==> src/rtl/behav_counter_rtl.sv <==
// Loadable up/down modulo counter with programmable step, prescaler and a
// stretched wrap pulse. Single clock domain, synchronous active-high clear.
module behav_counter_rtl #(
   parameter int unsigned DATA_WIDTH = 1,
   parameter int unsigned KEEP_WIDTH = 1,
   parameter int unsigned HDR_WIDTH  = 1
) (
   input  logic       clk,
   input  logic       clear,
   input  logic [7:0] d,
   input  logic       load,
   input  logic [7:0] load_b,
   input  logic       up_down,
   output logic [7:0] qd,
   output logic       qd_b,
   output logic       qd_c
);

   localparam logic [7:0] Step   = 8'(DATA_WIDTH);
   localparam logic [7:0] PreMax = 8'(HDR_WIDTH - 1);
   localparam logic [4:0] Keep   = 5'(KEEP_WIDTH);

   logic [7:0] qd_q, qd_d;
   logic [7:0] presc_q, presc_d;
   logic [4:0] stretch_q, stretch_d;
   logic       advance;
   logic       wrap;
   logic [8:0] sum;

   always_comb begin
      advance   = (presc_q == PreMax);
      presc_d   = advance ? 8'd0 : presc_q + 8'd1;
      qd_d      = qd_q;
      wrap      = 1'b0;
      sum       = {1'b0, qd_q} + {1'b0, Step};
      stretch_d = (stretch_q != 5'd0) ? stretch_q - 5'd1 : 5'd0;

      if (load) begin
         // Load wins over counting but leaves a running qd_c window alone.
         qd_d    = d;
         presc_d = 8'd0;
      end else if (advance) begin
         if (up_down) begin
            // 9-bit compare so qd+step overflowing 8 bits still wraps.
            if (sum > {1'b0, load_b}) begin
               qd_d = 8'd0;
               wrap = 1'b1;
            end else begin
               qd_d = sum[7:0];
            end
         end else begin
            if (qd_q < Step) begin
               qd_d = load_b;
               wrap = 1'b1;
            end else begin
               qd_d = qd_q - Step;
            end
         end
      end

      if (wrap) begin
         stretch_d = Keep;
      end
   end

   always_ff @(posedge clk) begin
      if (clear) begin
         qd_q      <= 8'd0;
         presc_q   <= 8'd0;
         stretch_q <= 5'd0;
      end else begin
         qd_q      <= qd_d;
         presc_q   <= presc_d;
         stretch_q <= stretch_d;
      end
   end

   assign qd   = qd_q;
   assign qd_b = up_down ? (qd_q == load_b) : (qd_q == 8'd0);
   assign qd_c = (stretch_q != 5'd0);

endmodule

==> config.mk <==
export PLATFORM = sky130hd
export DESIGN_NAME = behav_counter_rtl
export DESIGN_NICKNAME = d
export VERILOG_FILES = /design/src/rtl/behav_counter_rtl.sv
export SDC_FILE = /design/constraint.sdc
export NUM_CORES = 1
export LEC_CHECK = 0
export BUFFER_PORTS_ARGS = -buffer_cell sky130_fd_sc_hd__buf_2
export CORE_MARGIN = 3
export CORE_UTILIZATION = 45
export CTS_CLUSTER_SIZE = 20
export DETAILED_ROUTE_END_ITERATION = 16
export PLACE_DENSITY = 0.68
export SYNTH_ARGS = -nofsm -noshare
export SYNTH_HDL_FRONTEND = slang
export SYNTH_SLANG_ARGS = --single-unit
==> constraint.sdc <==
create_clock -name clk -period 2.3 [get_ports clk]
set_input_delay 0.23 -clock clk [delete_from_list [all_inputs] [get_ports clk]]
set_output_delay 0.23 -clock clk [all_outputs]
set_load 0.05 [all_outputs]
==> key figures <==
Status
  • Outcome: complete, but fails checks
  • Failing checks: negative setup slack

Detailed routing
  • Antenna Violating Nets Remaining: 0
  • DR iter-0 viols: between 60 and 70
  • Final wirelength: between 5 and 6 mm
  • Via count: 1866
  • First-pass detailed-route iteration total: 4
  • Avg Vias per Cell: about 5.6
  • DRC: 0
  • Routed len/inst: between 15 and 20 µm

STA
  • Worst clock skew: between 0.003 and 0.004 ns
  • Achievable Freq: 430 MHz
  • Worst-margin pin slew: between 0.7 and 0.8 ns
  • Max transition margin: 0.467
  • Final setup viols: 2
  • Tcrit/Tclk final: 1.01
  • Fin Hold WS: about 0.29 ns
  • Unrepaired setup endpoints after global routing: true
  • Final min period: ~2.3 ns
  • Final Hold Viols: 0
  • Setup WS post-layout: -0.0257 ns
  • Max-slew violation count: 0

Placed design
  • Placed Instances: between 300 and 400
  • Placed cell area: 2250 µm²
  • Gpl congestion: 1.00
  • HPWL Detailed: 4.05 mm
  • PortBufs: 29

Global route
  • Pin count of the biggest net entering global routing: 23
  • Total global-route track usage: 0.207
  • Global-route wire length before repair: between 8 and 9 mm
  • Vias in the first global route: ~1800
  • Remaining Overflow, GRT: 0
  • Antenna violations before repair: 0

Floorplan
  • Die height: around 71 µm
  • Die width: about 70 µm
  • Placeable Area: slightly below 4000 µm²
  • Top-level I/O count: 30
  • Initial Util: 0.491
  • Die area: approximately 5000 µm²
  • # rows: 22

Clock network
  • Hold buffers post-CTS: 0
  • H-tree depth: 1
  • CTS tree: built
  • Worst-Skew Late Latency: between 0.2 and 0.3 ns
  • Clk buf depth: 2
  • Root Driver: clkbuf_8
  • CTS buffer count: 3
  • Sink Count: 21
  • Clock transition at the registers of the reported paths: approximately 0.08 ns

Synthesis
  • Synth top area share: 0.222
  • Mapped Cells: approximately 240
  • Synth Area in Compound Gates: 0.216
  • Commonest cells in the netlist: inv_1 (25), a21oi_1 (22), dfxtp_1 (21), nor2_1 (17), nand2_1 (16)
  • Post-synthesis sequential area ratio: 0.222
  • Largest family of logic cells by synthesized area: simple AND/OR/NAND/NOR gates
  • Adder-cell share of the synthesized area: 0.0991
  • Xor/xnor share of the synthesized area: 0.106
  • Synth top area cells: dfxtp_1 (22%), ha_1 (9.9%), xnor2_1 (6.5%)
  • Post-synthesis mux area share: 0.00529
  • Post-synthesis cell type count: 52
  • Largest area contributor in the synthesized netlist: dfxtp_1
  • YS warnings: 0
  • Syn Area/Cell: around 8 µm²
  • Yosys reg bits: 21
  • Cell area after synthesis: around 1900 µm²
  • Ys async rst share: 0
  • Number of synthesized flops with an enable pin: 0
  • Synth Flop Type: dfxtp_1
  • Synth Area in Simple Gates: 0.236
  • Count leader, synth: inv_1
  • Syn Nets: 272

Pwr
  • Power Total: 1.82 mW
  • VDD IR max: 540 µV
  • P per Cell Area: about 760 nW/µm²
  • Leakage: between 1 and 1.5 nW

Cells and area
  • Syn-to-layout area delta: 25.8%
  • Fill cells: between 300 and 400
  • Finished Layout Cells: between 300 and 400
  • Share of cells above drive strength 1: 0.339
  • Antenna cells: 0
  • Post-layout instance area: between 2000 and 2500 µm²
  • Util after Layout: 0.618
  • Layout Nets: 322

Setup path
  • Max FO, Critical Path: 9
  • Worst path required time: around 2.5 ns
  • Critical Path End Type: register
  • Worst setup path category: reg -> reg
  • Setup crit start kind: register
  • Crit path DAT: about 2.5 ns

Run
  • Max_cap viols: 0

Worst hold path
  • Min-delay worst type: in -> reg
logic make-up (layout without fill, tap and decap cells):
kind of cell,count (synthesis),count (layout)
compound gates,59,59
mux,1,1
simple gates,81,81
flops,21,21
fa+ha+maj,15,15
buf+inv,37,86
xor+xnor,23,23
metal layers:
metal | vias to the layer above | track usage | part of all wire
li1 | 932 | - | -
met2 | 60 | 0.330 | 0.46
met1 | 855 | 0.292 | 0.45
met4 | 0 | 0.0564 | 0.026
met3 | 19 | 0.0284 | 0.064
met5 | - | 0 | 0
timing repair:
item                                    CTS  global route
buffers inserted                          1             3
resized for setup                         6             7
endpoints found under the setup margin    7            13
hold endpoints to repair                  0             0
pin swaps                                 5             9
report_power, final:
| part | internal [mW] | switching (mW) | leakage [nW] |
|---|---|---|---|
| sequential | 0.428 | 0.0584 | 0.176 |
| clock | 0.121 | 0.129 | 0.0255 |
| combinational | 0.442 | 0.639 | 0.899 |
| total | 0.990 | 0.826 | 1.10 |
through the flow:
stage / setup WS (ns) / setup TNS [ns]
detailed placement: -0.0835 / -0.109
global placement: -0.00553 / -0.0109
floorplan: -0.0920 / -0.160
finish: -0.0257 / -0.0334
global route: -0.139 / -1.10
CTS: 0.00111 / 0
path summary, 6_finish.rpt:
path,from,to,slack [ns],cells after the start
worst min register to register,presc_q[7]$_SDFF_PP0_,presc_q[7]$_SDFF_PP0_,0.54,2
worst max register to register,qd[3]$_SDFFE_PP0P_,qd[4]$_SDFFE_PP0P_,-0.03,9
worst min-delay path,clear,qd[5]$_SDFFE_PP0P_,0.29,2
worst max-delay path,qd[3]$_SDFFE_PP0P_,qd[4]$_SDFFE_PP0P_,-0.03,9
sequential cells by signal, summed over array words and instances (netlist names):
name and flops:
qd 8, stretch_q 5, presc_q 8
cell type report:
class,instances,area (µm²),share of cell area
Clock buffer,3,41.3,0.0173
Clock inverter,1,5.00,0.00210
Inverter,25,98.8,0.0415
Multi-Input combinational cell,179,1370,0.574
Sequential cell,21,447,0.188
Tap cell,48,60.1,0.0252
Timing Repair Buffer,57,362,0.152
cell usage in the layout (no fill, tap or decap), types with 2 or more instances in the layout:
cell,n
inv_2,2
buf_2,28
nand3b_1,2
dfxtp_1,14
nor2b_1,3
a21o_1,3
a21oi_1,21
nor3b_1,2
xnor2_2,3
o21ai_2,2
nand3_1,13
o211ai_1,2
and3_1,3
xnor2_1,11
a211oi_1,3
dfxtp_4,7
a211oi_2,3
inv_1,22
clkbuf_8,3
a22oi_1,4
xor2_1,9
nand2b_1,2
nor3_1,8
o21ai_1,3
buf_4,27
a311o_1,4
nor2_1,16
nand2_1,14
ha_1,14
nor4_4,2
worst max-delay path, cell delays in order, from the launching register on:
cell and delay, ns:
dfxtp_4 0.37, buf_4 0.20, nand3_1 0.14, xnor2_2 0.21
ha_1 0.28, nand3_1 0.14, nor3_1 0.09, a21o_2 0.24
or2_4 0.26, a311o_1 0.30
(Power assumes the default switching activity.)
